[src/rtl/yapp_pkg.sv]
// Shared YAPP definitions: header layout, length limit, framer state
// encoding and the running-parity helper used by the packet framer.
package yapp_pkg;

    localparam int YAPP_MAX_LEN = 63;
    localparam int YAPP_LEN_W   = 6;

    // Header byte as it appears on the wire: length in the upper six bits,
    // destination channel in the lower two.
    typedef struct packed {
        logic [5:0] len;
        logic [1:0] addr;
    } yapp_hdr_t;

    typedef enum logic [2:0] {
        IDLE,
        LOAD,
        HDR,
        PAYLOAD,
        PARITY,
        GAP
    } yapp_framer_state_e;

    // Fold one more byte into a running even-parity (XOR) accumulator.
    function automatic logic [7:0] yapp_parity(input logic [7:0] acc, input logic [7:0] data);
        return acc ^ data;
    endfunction

endpackage

[src/rtl/yapp_pkt_buf.sv]
// Payload store for the framer: DEPTH x 8 register file with one
// synchronous write port and one combinational read port. No reset, the
// contents are only meaningful after a LOAD phase has filled them.
module yapp_pkt_buf #(
    parameter int DEPTH = 64,
    parameter int AW    = 6
) (
    input  logic          clock,
    input  logic          i_wrEn,
    input  logic [AW-1:0] i_wrAddr,
    input  logic [7:0]    i_wrData,
    input  logic [AW-1:0] i_rdAddr,
    output logic [7:0]    o_rdData
);

    logic [7:0] r_mem [DEPTH];

    // Write the accepted payload byte into its slot
    always_ff @(posedge clock) begin
        if (i_wrEn) begin
            r_mem[i_wrAddr] <= i_wrData;
        end
    end

    assign o_rdData = r_mem[i_rdAddr];

endmodule

[src/rtl/yapp_pkt_framer.sv]
// Store-and-forward YAPP packet source feeding the router input port.
// Collects a descriptor and the full payload, then emits header, payload
// and parity as one contiguous burst honouring in_suspend back-pressure.
// Optional feature macro: YAPP_FRAMER_ERR_INJ_EN adds req_bad_parity,
// which inverts the emitted parity byte of the packet it is latched with.
module yapp_pkt_framer
    import yapp_pkg::*;
#(
    parameter int MAX_LEN    = YAPP_MAX_LEN,
    parameter int GAP_CYCLES = 1
) (
    input  logic       clock,
    input  logic       reset,
`ifdef YAPP_FRAMER_ERR_INJ_EN
    input  logic       req_bad_parity,
`endif
    input  logic       req_valid,
    output logic       req_ready,
    input  logic [1:0] req_addr,
    input  logic [5:0] req_len,
    input  logic       pl_valid,
    output logic       pl_ready,
    input  logic [7:0] pl_data,
    output logic [7:0] in_data,
    output logic       in_data_vld,
    input  logic       in_suspend,
    output logic       busy,
    output logic       pkt_sent,
    output logic       len_err,
    output logic [7:0] pkt_count
);

    localparam logic [2:0] GAP_LAST = 3'(GAP_CYCLES - 1);

    yapp_framer_state_e    r_state;
    yapp_hdr_t             r_hdr;
    logic [7:0]            r_parity;
    logic [YAPP_LEN_W-1:0] r_wrIdx;
    logic [YAPP_LEN_W-1:0] r_rdIdx;
    logic [2:0]            r_gapCnt;
    logic [7:0]            r_inData;
    logic                  r_inDataVld;
    logic                  r_pktSent;
    logic                  r_lenErr;
    logic [7:0]            r_pktCount;

    logic                  w_plFire;
    logic                  w_xfer;
    logic [7:0]            w_rdData;
    logic [7:0]            w_parOut;

`ifdef YAPP_FRAMER_ERR_INJ_EN
    logic                  r_badPar;

    assign w_parOut = r_parity ^ {8{r_badPar}};
`else
    assign w_parOut = r_parity;
`endif

    // Handshake ready signals decode straight from state; req_ready is
    // also held low while reset is asserted.
    assign req_ready = (r_state == IDLE) && !reset;
    assign pl_ready  = (r_state == LOAD);
    assign busy      = (r_state != IDLE);

    assign w_plFire  = pl_valid && (r_state == LOAD);
    assign w_xfer    = r_inDataVld && !in_suspend;

    assign in_data     = r_inData;
    assign in_data_vld = r_inDataVld;
    assign pkt_sent    = r_pktSent;
    assign len_err     = r_lenErr;
    assign pkt_count   = r_pktCount;

    yapp_pkt_buf #(
        .DEPTH (MAX_LEN + 1),
        .AW    (YAPP_LEN_W)
    ) u_buf (
        .clock    (clock),
        .i_wrEn   (w_plFire),
        .i_wrAddr (r_wrIdx),
        .i_wrData (pl_data),
        .i_rdAddr (r_rdIdx),
        .o_rdData (w_rdData)
    );

    // Framer FSM: descriptor intake, payload buffering, burst emission
    // under back-pressure, and the inter-packet gap
    always_ff @(posedge clock or posedge reset) begin
        if (reset) begin
            r_state     <= IDLE;
            r_hdr       <= '0;
            r_parity    <= 8'h00;
            r_wrIdx     <= '0;
            r_rdIdx     <= '0;
            r_gapCnt    <= 3'd0;
            r_inData    <= 8'h00;
            r_inDataVld <= 1'b0;
            r_pktSent   <= 1'b0;
            r_lenErr    <= 1'b0;
            r_pktCount  <= 8'h00;
`ifdef YAPP_FRAMER_ERR_INJ_EN
            r_badPar    <= 1'b0;
`endif
        end else begin
            r_pktSent <= 1'b0;
            r_lenErr  <= 1'b0;
            case (r_state)
                IDLE: begin
                    if (req_valid) begin
                        if (req_len == 6'd0) begin
                            r_lenErr <= 1'b1;
                        end else begin
                            r_hdr.len  <= req_len;
                            r_hdr.addr <= req_addr;
                            r_parity   <= {req_len, req_addr};
                            r_wrIdx    <= '0;
                            r_rdIdx    <= '0;
`ifdef YAPP_FRAMER_ERR_INJ_EN
                            r_badPar   <= req_bad_parity;
`endif
                            r_state    <= LOAD;
                        end
                    end
                end
                LOAD: begin
                    if (pl_valid) begin
                        r_wrIdx  <= r_wrIdx + 6'd1;
                        r_parity <= yapp_parity(r_parity, pl_data);
                        if (r_wrIdx == r_hdr.len - 6'd1) begin
                            r_inData    <= r_hdr;
                            r_inDataVld <= 1'b1;
                            r_state     <= HDR;
                        end
                    end
                end
                HDR: begin
                    if (w_xfer) begin
                        r_inData <= w_rdData;
                        r_rdIdx  <= r_rdIdx + 6'd1;
                        r_state  <= PAYLOAD;
                    end
                end
                PAYLOAD: begin
                    if (w_xfer) begin
                        if (r_rdIdx == r_hdr.len) begin
                            r_inData <= w_parOut;
                            r_state  <= PARITY;
                        end else begin
                            r_inData <= w_rdData;
                            r_rdIdx  <= r_rdIdx + 6'd1;
                        end
                    end
                end
                PARITY: begin
                    if (w_xfer) begin
                        r_inData    <= 8'h00;
                        r_inDataVld <= 1'b0;
                        r_pktSent   <= 1'b1;
                        r_pktCount  <= r_pktCount + 8'd1;
                        r_gapCnt    <= 3'd0;
                        r_state     <= GAP;
                    end
                end
                GAP: begin
                    if (r_gapCnt == GAP_LAST) begin
                        r_state <= IDLE;
                    end else begin
                        r_gapCnt <= r_gapCnt + 3'd1;
                    end
                end
                default: begin
                    r_state <= IDLE;
                end
            endcase
        end
    end

endmodule

[config.mk]
export PLATFORM = sky130hd
export DESIGN_NAME = yapp_pkt_framer
export DESIGN_NICKNAME = d
export VERILOG_FILES = /design/src/rtl/yapp_pkg.sv /design/src/rtl/yapp_pkt_buf.sv /design/src/rtl/yapp_pkt_framer.sv
export SDC_FILE = /design/constraint.sdc
export NUM_CORES = 1
export LEC_CHECK = 0
export CAP_MARGIN = 20
export CORE_MARGIN = 2
export CORE_UTILIZATION = 45
export CTS_BUF_LIST = sky130_fd_sc_hd__clkbuf_4 sky130_fd_sc_hd__clkbuf_8
export CTS_CLUSTER_DIAMETER = 120
export DETAILED_ROUTE_END_ITERATION = 7
export REMOVE_ABC_BUFFERS = 1
export SYNTH_ARGS = -nofsm -noshare
export SYNTH_HDL_FRONTEND = slang
export SYNTH_SLANG_ARGS = --single-unit
export TNS_END_PERCENT = 50
[constraint.sdc]
create_clock -name clock -period 3.8 [get_ports clock]
set_clock_uncertainty 0.15 [all_clocks]
set_input_delay 0.38 -clock clock [delete_from_list [all_inputs] [get_ports clock]]
set_output_delay 0.38 -clock clock [all_outputs]
set_load 0.005 [all_outputs]
Word-level counts from Yosys, hierarchy flattened
Memory sizes are Yosys's and may differ from the RTL's.
Index checks and enable logic that the tools add are counted.
W data, S select, Z words.
- register bits after elaboration: 53
- bits in writable memories: 512
- input port bits: 21
- output and inout port bits: 22
- logic and storage cells: 103
- memories kept: 1
- memories (name ; depth ; bits a word ; read ports ; clocked after Yosys merged registers in ; wr ports ; line ; RTL):
    u_buf.r_mem ; 64 ; 8 ; 1 ; 0 ; 1 ; yapp_pkt_buf.sv:16 ; logic [7:0] r_mem [DEPTH];
- add/subtract/negate cells: 5
- equal/unequal tests: 18
- mux-type cells: 43
- bitwise gates (word level): 2
- reduce and logical (&&, ||, !) cells: 22
- operators with widths (kind ; number):
    $mux W8 ; 9
    $mux W6 ; 6
    $mux W3 ; 11
    $pmux W8 S4 ; 1
    $ne A2 B2 Y1 const B ; 10
    $pmux W3 S6 ; 1
    $pmux W6 S3 ; 1
    $pmux W8 S2 ; 1
    $add A6 B1 Y6 const B ; 2
    $eq A6 B6 Y1 ; 2
    $pmux W6 S2 ; 1
    $reduce_and A6 Y1 ; 2
    $mux W1 ; 10
    $reduce_and A9 Y1 ; 1
    $add A8 B1 Y8 const B ; 1
    $reduce_and A4 Y1 ; 2
    $xor A8 B8 Y8 ; 1
    $eq A3 B2 Y1 const B ; 2
    $eq A3 B3 Y1 const B ; 2
    $logic_not A3 Y1 ; 2
    $logic_not A6 Y1 ; 1
    $pmux W3 S2 ; 1
    $reduce_and A3 Y1 ; 2
    $reduce_bool A2 Y1 ; 3
    11 further kinds ; 15

Depth between registers and ports, before layout
Gate-level depths: netlist of the first run.
- word-level depth: 5
- depth in mapped cells: 10
- gate-level depth less buffers: 8

By module
A second synthesis of the first run with hierarchy kept.
- cell total of the unflattened synthesis: 1236
- area total of the unflattened synthesis: 22994.6 um2
- by module, submodules not included (module ; times used ; cells each ; area each (um2) ; sequential area each (um2)):
    yapp_pkt_buf ; 1 ; 932 ; 20006.7 ; 15374.7
    yapp_pkt_framer ; 1 ; 304 ; 2987.9 ; 1326.3

Least setup slack after synthesis of the first run
Ideal clock, no wire load.
- path type: reg-to-reg
- start point: reg r_state[1]
- end point: mem u_buf.r_mem[62][0], enable pin
- setup time: 0.370 ns
- arrival: 2.217 ns
- required time: 3.280 ns
- slack: 1.062 ns
- cell stages (with the launch flop): 8
- path buffers: 2
- clock period less this slack: 2.738 ns
- path through: dfrtp_1 > clkbuf_1 > nor3b_1 > clkbuf_1 > nand2_1 > nor2_1 > nand3_1 > nor2_1
- longest elaborated chain between the ends: 4
- ends and longest elaborated chain (item ; line ; RTL):
    start, declared ; yapp_pkt_framer.sv:35 ; yapp_framer_state_e r_state;
    start signal, assigned ; yapp_pkt_framer.sv:91 ; r_state <= IDLE;
    start signal, assigned ; yapp_pkt_framer.sv:122 ; r_state <= LOAD;
    start signal, assigned ; yapp_pkt_framer.sv:133 ; r_state <= HDR;
    $eq A3 B1 Y1 ; yapp_pkt_framer.sv:66 ; assign w_plFire = pl_valid && (r_state == LOAD);
    $logic_and A1 B1 Y1 ; yapp_pkt_framer.sv:66 ;
    $mux W1 ; yapp_pkt_buf.sv:20 ; if (i_wrEn) begin
    $mux W1 (implied by the code) ; yapp_pkt_buf.sv:21 ; r_mem[i_wrAddr] <= i_wrData;
    end, declared ; yapp_pkt_buf.sv:16 ;
Every way passes these cells.

Final worst setup path of the first run
- start point: reg r_state[0]
- end point: mem u_buf.r_mem[60][7], enable pin
The elaborated chain is that of the path after synthesis.

==> results of run 1 <==
-- layout make-up --
class                      count  area, sq um  area share
clock inverter                41          264      0.0101
inverter                      11         41.3     0.00158
tap                          672          841      0.0321
clock buffer                 116         1440      0.0551
multi-input combinational    621         5690       0.217
timing repair buffer         138         1170      0.0448
sequential                   565        16700       0.639
antenna                        3         7.51    0.000287
-- logic make-up (layout without fill, tap and decap cells) --
family / Yosys count / in the layout
mux: 183 / 183
compound gates: 182 / 182
buf+inv: 82 / 306
flops: 565 / 565
simple gates: 225 / 225
fa+ha+maj: 6 / 6
other cells: 0 / 3
xor+xnor: 25 / 25
-- worst min-delay path by stage --
stage               cells after the start            endpoint
finish                                  1  u_buf.r_mem[34][5]
global route                            1  u_buf.r_mem[34][5]
detailed placement                      2            r_hdr[0]
floorplan                               2            r_hdr[0]
CTS                                     1  u_buf.r_mem[34][5]
global placement                        2            r_hdr[1]
-- flip-flops by register name, summed over array words and instances (netlist names) --
signal,count
r_gapCnt,3
in_data,8
in_data_vld,1
len_err,1
pkt_sent,1
u_buf.r_mem,512
r_rdIdx,6
r_parity,8
r_hdr,8
pkt_count,8
r_wrIdx,6
r_state,3
-- where the power goes --
part           total [mW]  internal, mW  switching, mW  leakage [nW]
clock                4.98          2.67           2.32         0.896
combinational        4.49          2.09           2.40          2.53
sequential           7.53          7.03          0.494          5.26
-- routing by layer --
layer | global-route usage | part of all wire
met1 | 0.308 | 0.45
met2 | 0.327 | 0.47
met3 | 0.0399 | 0.063
met4 | 0.0775 | 0.026
met5 | 0 | 0
-- layout by cell type, fill, tap and decap left out, types with 14 or more instances in the layout --
cell	count
nand2_1	50
clkbuf_4	25
o221ai_1	15
nand3_1	24
dfrtp_1	51
a211oi_1	32
clkdlybuf4s50_1	34
o21ai_0	31
clkbuf_8	91
buf_4	90
xor2_1	14
o22ai_1	17
a21oi_1	44
nor2_1	87
edfxtp_1	512
clkinv_1	22
mux4_2	97
mux2i_1	83
-- what timing repair did --
action	CTS	global route
setup endpoints to repair	0	0
hold endpoints to repair	26	0
hold buffers	2	0
==> impl_metrics.env, run 1 <==
export IMPL_status="complete, no violations"
export IMPL_p_leak_nw=8.69
export IMPL_hpwlAfterDp_um=34400
export IMPL_cts_sinks=565
export IMPL_grt_usage=0.213
export IMPL_rr_worst_depth=5
export IMPL_powerDensity_nw_per_um2=650
export IMPL_synth_edf_count=512
export IMPL_r2r_end="u_buf.r_mem[60][7]"
export IMPL_vias=12500
export IMPL_path_delay_family="simple AND/OR/NAND/NOR gates"
export IMPL_yosysMostFrequentCell="edfxtp_1"
export IMPL_yosys_area_share_simple=0.0481
export IMPL_place_inst=2005
export IMPL_reg2reg_slack_ns=0.52
export IMPL_slowest_delay_ns=0.81
export IMPL_ios=43
export IMPL_synth_compound_area_share=0.0543
export IMPL_cap_violations=0
export IMPL_htree_levels=3
export IMPL_drive_gt1_frac=0.236
export IMPL_yosysSeqAreaShare=0.734
export IMPL_path_buf_inv=0
export IMPL_tns_ns=0
export IMPL_endpoint_kind="flip-flop"
export IMPL_worstSetupStartpoint="r_state[0]"
export IMPL_min_from="pl_data[5]"
export IMPL_ant_nets=0
export IMPL_fillers=4054
export IMPL_portBuffers=42
export IMPL_holdWs_ns=0.0763
export IMPL_finalSetupViolCount=0
export IMPL_fin_util=0.522
export IMPL_fmax_mhz=305
export IMPL_wirelength_um=55400
export IMPL_avgSynthCellArea_sq_um=18.0
export IMPL_grt_pass1_wl_um=82400
export IMPL_synth_area_leaders="edfxtp_1, mux4_2, dfrtp_1"
export IMPL_slew_headroom=0.316
export IMPL_gp_congestion=0.890
export IMPL_postCtsResizedCells=0
export IMPL_synth_xor_area_share=0.00962
export IMPL_first_iter_violations=1084
export IMPL_dieArea_sq_um=52400
export IMPL_cp_start_kind="flip-flop"
export IMPL_start_util=0.455
export IMPL_vdd_drop_max_uv=370
export IMPL_fp_row_count=82
export IMPL_cts_tree="yes"
export IMPL_max_clock_path_buffers=3
export IMPL_finish_instance_area_sq_um=26200
export IMPL_clock_latency_ns=0.67
export IMPL_grt_max_degree=67
export IMPL_grt_setup_unrepaired="false"
export IMPL_path_class="reg -> reg"
export IMPL_worst_pin_slew_ns=1.02
export IMPL_synth_cells=1268
export IMPL_layout_nets=1451
export IMPL_synthTopCellsByCount="edfxtp_1, mux4_2, nor2_1"
export IMPL_core_area_sq_um=50100
export IMPL_drt_vias_per_instance=5.77
export IMPL_yosysTopAreaCellShare=0.675
export IMPL_cp_data_required_time_ns=3.95
export IMPL_synth_seq_cells=565
export IMPL_hold_class="in -> reg"
export IMPL_crit_path_end="u_buf.r_mem[60][7]"
export IMPL_grt_pass1_vias=12500
export IMPL_fin_ws_ns=0.518
export IMPL_post_place_ws_ns=0.659
export IMPL_crit_fanout=13
export IMPL_area_delta_synth_final_pct=14.9
export IMPL_antenna_found_initial=0
export IMPL_muxShareOfSynthArea=0.134
export IMPL_synth_top_family_by_area="multiplexers"
export IMPL_fp_dieW_um=229
export IMPL_stdcell_count=2167
export IMPL_dpl_cell_area_sq_um=24400
export IMPL_syn_area_sq_um=22800
export IMPL_clockRootBuffer="clkbuf_8"
export IMPL_yosysWarningCount=0
export IMPL_hold_viol_final=0
export IMPL_arrival_ns=3.43
export IMPL_overflow=0
export IMPL_synth_main_ff_cell="edfxtp_1"
export IMPL_cp_cell_sequence="nor3b_2, nand2_1, nor2_1, nand2_1, nor2_1"
export IMPL_cp_slowest_cell="nor2_1"
export IMPL_finalPower_mw=17.0
export IMPL_drt_pass1_iter_count=5
export IMPL_drc=0
export IMPL_layout_worst_path_cycle_share=0.864
export IMPL_synthArstFlopShare=0.0938
export IMPL_slew_viol_final=0
export IMPL_crit_cells=5
export IMPL_path_clk_slew_ns=0.06
export IMPL_cts_buffers=87
export IMPL_synth_distinct_cells=57
export IMPL_synth_top_area_cell="edfxtp_1"
export IMPL_period_needed_ns=3.28
export IMPL_cts_setup_buffers=0
export IMPL_r2r_start="r_state[0]"
export IMPL_die_y_um=229
export IMPL_synthAdderAreaFrac=0.00330
export IMPL_wl_per_cell_um=25.6
No activity file was read; power rests on OpenSTA's default activity.
==> inputs of run 2 (changes only) <==
--- a/config.mk
+++ b/config.mk
@@ -12,7 +12,7 @@
 export CTS_CLUSTER_DIAMETER = 120
 export DETAILED_ROUTE_END_ITERATION = 7
 export REMOVE_ABC_BUFFERS = 1
+export SKIP_CTS_REPAIR_TIMING = 1
 export SYNTH_ARGS = -nofsm -noshare
 export SYNTH_HDL_FRONTEND = slang
 export SYNTH_SLANG_ARGS = --single-unit
-export TNS_END_PERCENT = 50
==> impl_metrics.env, run 2 (synthesis gave the netlist of run 1 again) <==
export IMPL_die_y_um=229
export IMPL_min_delay_path_depth=1
export IMPL_endpoint_kind="flip-flop"
export IMPL_finish_instance_area_sq_um=26100
export IMPL_hpwlAfterDp_um=34400
export IMPL_r2r_end="u_buf.r_mem[28][1]"
export IMPL_htree_levels=3
export IMPL_r2r_start="r_state[0]"
export IMPL_drive_gt1_frac=0.236
export IMPL_dpl_cell_area_sq_um=24400
export IMPL_path_class="reg -> reg"
export IMPL_core_area_sq_um=50100
export IMPL_ant_nets=0
export IMPL_arrival_ns=3.39
export IMPL_clockRootBuffer="clkbuf_8"
export IMPL_cp_start_kind="flip-flop"
export IMPL_crit_cells=5
export IMPL_slowest_delay_ns=0.79
export IMPL_period_needed_ns=3.26
export IMPL_max_clock_path_buffers=3
export IMPL_drc=0
export IMPL_grt_max_degree=67
export IMPL_p_leak_nw=8.68
export IMPL_fillers=4056
export IMPL_slew_headroom=0.308
export IMPL_cp_data_required_time_ns=3.94
export IMPL_worst_pin_slew_ns=1.03
export IMPL_area_delta_synth_final_pct=14.8
export IMPL_drt_pass1_iter_count=7
export IMPL_layout_nets=1450
export IMPL_largest_register_ffs=512
export IMPL_reg2reg_slack_ns=0.54
export IMPL_finalSetupViolCount=0
export IMPL_antenna_found_initial=0
export IMPL_path_delay_family="simple AND/OR/NAND/NOR gates"
export IMPL_layout_commonest_cell="edfxtp_1"
export IMPL_place_inst=2005
export IMPL_hold_viol_final=0
export IMPL_wirelength_um=55400
export IMPL_cap_violations=0
export IMPL_top_register="u_buf.r_mem"
export IMPL_portBuffers=42
export IMPL_first_iter_violations=1157
export IMPL_grt_pass1_wl_um=82300
export IMPL_gp_congestion=0.890
export IMPL_vias=12500
export IMPL_clock_latency_ns=0.67
export IMPL_crit_fanout=13
export IMPL_status="complete, no violations"
export IMPL_dieArea_sq_um=52400
export IMPL_final_cell_mix="edfxtp_1, mux4_2, clkbuf_8"
export IMPL_slew_viol_final=0
export IMPL_rr_worst_depth=5
export IMPL_overflow=0
export IMPL_grt_pass1_vias=12500
export IMPL_min_from="pl_data[1]"
export IMPL_layout_worst_path_cycle_share=0.857
export IMPL_cts_buffers=87
export IMPL_drt_vias_per_instance=5.79
export IMPL_vdd_drop_max_uv=368
export IMPL_post_place_ws_ns=0.659
export IMPL_cp_slowest_cell="nor2_1"
export IMPL_start_util=0.455
export IMPL_ios=43
export IMPL_cp_cell_sequence="nor3b_2, nand2_1, nor2_1, nand2_1, nor2_1"
export IMPL_fp_row_count=82
export IMPL_fmax_mhz=307
export IMPL_grt_setup_unrepaired="false"
export IMPL_path_clk_slew_ns=0.06
export IMPL_cts_sinks=565
export IMPL_tns_ns=0
export IMPL_path_buf_inv=0
export IMPL_hold_class="in -> reg"
export IMPL_wl_per_cell_um=25.6
export IMPL_min_to="u_buf.r_mem[57][1]"
export IMPL_grt_usage=0.213
export IMPL_finalPower_mw=17.0
export IMPL_fin_ws_ns=0.544
export IMPL_powerDensity_nw_per_um2=650
export IMPL_holdWs_ns=0.0254
export IMPL_fp_dieW_um=229
export IMPL_fin_util=0.522
export IMPL_cts_tree="yes"
export IMPL_stdcell_count=2164
==> run 2: cell count changes in the layout (fill, tap and decap cells not counted), sizes merged <==
| cell | before | now |
|---|---|---|
| dlygate4sd3 | 2 | 1 |
| diode | 3 | 1 |
==> run 2: report_power, final <==
part | internal (mW) | switching [mW]
logic | 2.09 | 2.40
clock network | 2.67 | 2.31
registers | 7.03 | 0.491
total | 11.8 | 5.21
==> run 2: routing by layer <==
metal / part of all wire / GRT usage
met2: 0.47 / 0.326
met3: 0.064 / 0.0399
met1: 0.44 / 0.308
met5: 0 / 0
met4: 0.026 / 0.0775
==> run 2: worst max path at each step <==
stage                     from            endpoint  slack (ns)
floorplan           r_rdIdx[0]          in_data[1]       -3.88
global placement      pl_valid  u_buf.r_mem[56][7]        0.62
detailed placement  r_state[0]  u_buf.r_mem[56][3]        0.66
CTS                 r_state[0]  u_buf.r_mem[56][5]        0.65
global route        r_state[1]  u_buf.r_mem[56][5]        0.44
finish              r_state[0]  u_buf.r_mem[28][1]        0.54
==> run 2: layout make-up <==
cell class,instances,area (sq um),share of cell area
clock buffer,116,1440,0.0551
tap,672,841,0.0322
antenna,1,2.50,0.0000957
multi-input combinational,621,5690,0.218
sequential,565,16700,0.639
clock inverter,41,264,0.0101
timing repair buffer,137,1160,0.0444
inverter,11,41.3,0.00158
==> inputs of run 3 (changes only) <==
--- a/config.mk
+++ b/config.mk
@@ -5,12 +5,15 @@
 export SDC_FILE = /design/constraint.sdc
 export NUM_CORES = 1
 export LEC_CHECK = 0
+export ABC_CLOCK_PERIOD_IN_PS = 3800
 export CAP_MARGIN = 20
 export CORE_MARGIN = 2
 export CORE_UTILIZATION = 45
 export CTS_BUF_LIST = sky130_fd_sc_hd__clkbuf_4 sky130_fd_sc_hd__clkbuf_8
 export CTS_CLUSTER_DIAMETER = 120
 export DETAILED_ROUTE_END_ITERATION = 7
+export DONT_BUFFER_PORTS = 1
+export HOLD_SLACK_MARGIN = 0.08
 export REMOVE_ABC_BUFFERS = 1
 export SKIP_CTS_REPAIR_TIMING = 1
 export SYNTH_ARGS = -nofsm -noshare
==> impl_metrics.env, run 3 (synthesis gave the netlist of run 1 again) <==
export IMPL_grt_pass1_vias=12400
export IMPL_powerDensity_nw_per_um2=639
export IMPL_final_cell_mix="edfxtp_1, mux4_2, clkbuf_8"
export IMPL_cp_cell_sequence="buf_4, mux4_2, a22o_1, a211oi_1, a21oi_1, a221oi_1, a211oi_1"
export IMPL_path_buf_inv=1
export IMPL_grt_usage=0.206
export IMPL_holdWs_ns=0.173
export IMPL_finalSetupViolCount=0
export IMPL_p_leak_nw=8.67
export IMPL_area_delta_synth_final_pct=14.7
export IMPL_overflow=0
export IMPL_crit_fanout=17
export IMPL_status="complete, no violations"
export IMPL_drt_vias_per_instance=5.71
export IMPL_endpoint_kind="flip-flop"
export IMPL_path_delay_family="compound AO/OA/AOI/OAI gates"
export IMPL_path_class="reg -> reg"
export IMPL_fp_row_count=82
export IMPL_period_needed_ns=3.13
export IMPL_core_area_sq_um=50100
export IMPL_max_clock_path_buffers=3
export IMPL_cp_data_required_time_ns=4.16
export IMPL_worst_pin_slew_ns=0.851
export IMPL_start_util=0.455
export IMPL_post_place_ws_ns=0.685
export IMPL_vdd_drop_max_uv=326
export IMPL_die_y_um=229
export IMPL_hold_viol_final=0
export IMPL_cp_slowest_cell="dfrtp_4"
export IMPL_drt_pass1_iter_count=5
export IMPL_path_clk_slew_ns=0.07
export IMPL_grt_setup_unrepaired="false"
export IMPL_grt_max_degree=67
export IMPL_clockRootBuffer="clkbuf_8"
export IMPL_clock_latency_ns=0.67
export IMPL_cpMostUsedCell="a211oi_1"
export IMPL_cap_violations=0
export IMPL_fmax_mhz=319
export IMPL_hpwlAfterDp_um=31700
export IMPL_fin_ws_ns=0.668
export IMPL_top_register="u_buf.r_mem"
export IMPL_dieArea_sq_um=52400
export IMPL_slew_headroom=0.433
export IMPL_cts_tree="yes"
export IMPL_slew_viol_final=0
export IMPL_tns_ns=0
export IMPL_grt_pass1_wl_um=79800
export IMPL_finalPower_mw=16.7
export IMPL_layout_worst_path_cycle_share=0.824
export IMPL_htree_levels=3
export IMPL_layout_commonest_cell="edfxtp_1"
export IMPL_arrival_ns=3.49
export IMPL_fp_dieW_um=229
export IMPL_cts_buffers=89
export IMPL_first_iter_violations=1230
export IMPL_drive_gt1_frac=0.232
export IMPL_drc=0
export IMPL_cp_start_kind="flip-flop"
export IMPL_largest_register_ffs=512
export IMPL_layout_nets=1432
export IMPL_slowest_delay_ns=0.68
export IMPL_ios=43
export IMPL_cts_sinks=565
export IMPL_wirelength_um=53500
export IMPL_wl_per_cell_um=24.9
export IMPL_portBuffers=0
export IMPL_vias=12300
export IMPL_antenna_found_initial=3
export IMPL_gp_congestion=0.830
export IMPL_ant_nets=0
export IMPL_hold_class="in -> async"
## run 3: layout make-up
| cell class | count | area [sq um] |
|---|---|---|
| diodes | 2 | 5.00 |
| clock buffers | 116 | 1450 |
| clock inverters | 43 | 239 |
| fillers | 4057 | 24000 |
| inverters | 11 | 41.3 |
| multi-input cells | 621 | 5690 |
| flip-flops and latches | 565 | 16700 |
| well taps | 672 | 841 |
| repair buffers | 117 | 1130 |
## run 3: metal layers
layer,part of all wire,vias to the layer above,GRT usage,routed length [um]
met3,0.066,79,0.0425,3540
met4,0.022,2,0.0747,1190
li1,-,5401,-,-
met1,0.44,6346,0.291,23600
met5,0.00022,-,0,12
met2,0.47,424,0.319,25100
## run 3: final timing paths
kind                            start     endpoint  slack [ns]  cells after the start
min                             reset  r_parity[3]        0.17                      2
max reg2reg                r_rdIdx[0]   in_data[3]        0.67                      7
min in group clock         in_suspend   in_data[6]        0.19                      6
max                        r_rdIdx[0]   in_data[3]        0.67                      7
max in group asynchronous       reset  r_gapCnt[0]        2.65                      3
min reg2reg                  r_hdr[1]     r_hdr[1]        0.32                      2
## run 3: power breakdown
group / internal [mW] / total [mW] / switching, mW
combinational: 1.95 / 4.22 / 2.26
sequential: 7.03 / 7.55 / 0.519
clock: 2.62 / 4.92 / 2.30
total: 11.6 / 16.7 / 5.08
## run 3: through the flow
step | utilization | instance area (sq um) | std cells
global route | 0.521 | 26100 | 2147
global placement | 0.479 | 24000 | 1955
CTS | 0.512 | 25700 | 2114
floorplan | - | 22400 | 1197
detailed placement | 0.479 | 24000 | 1955
finish | 0.521 | 26100 | 2147
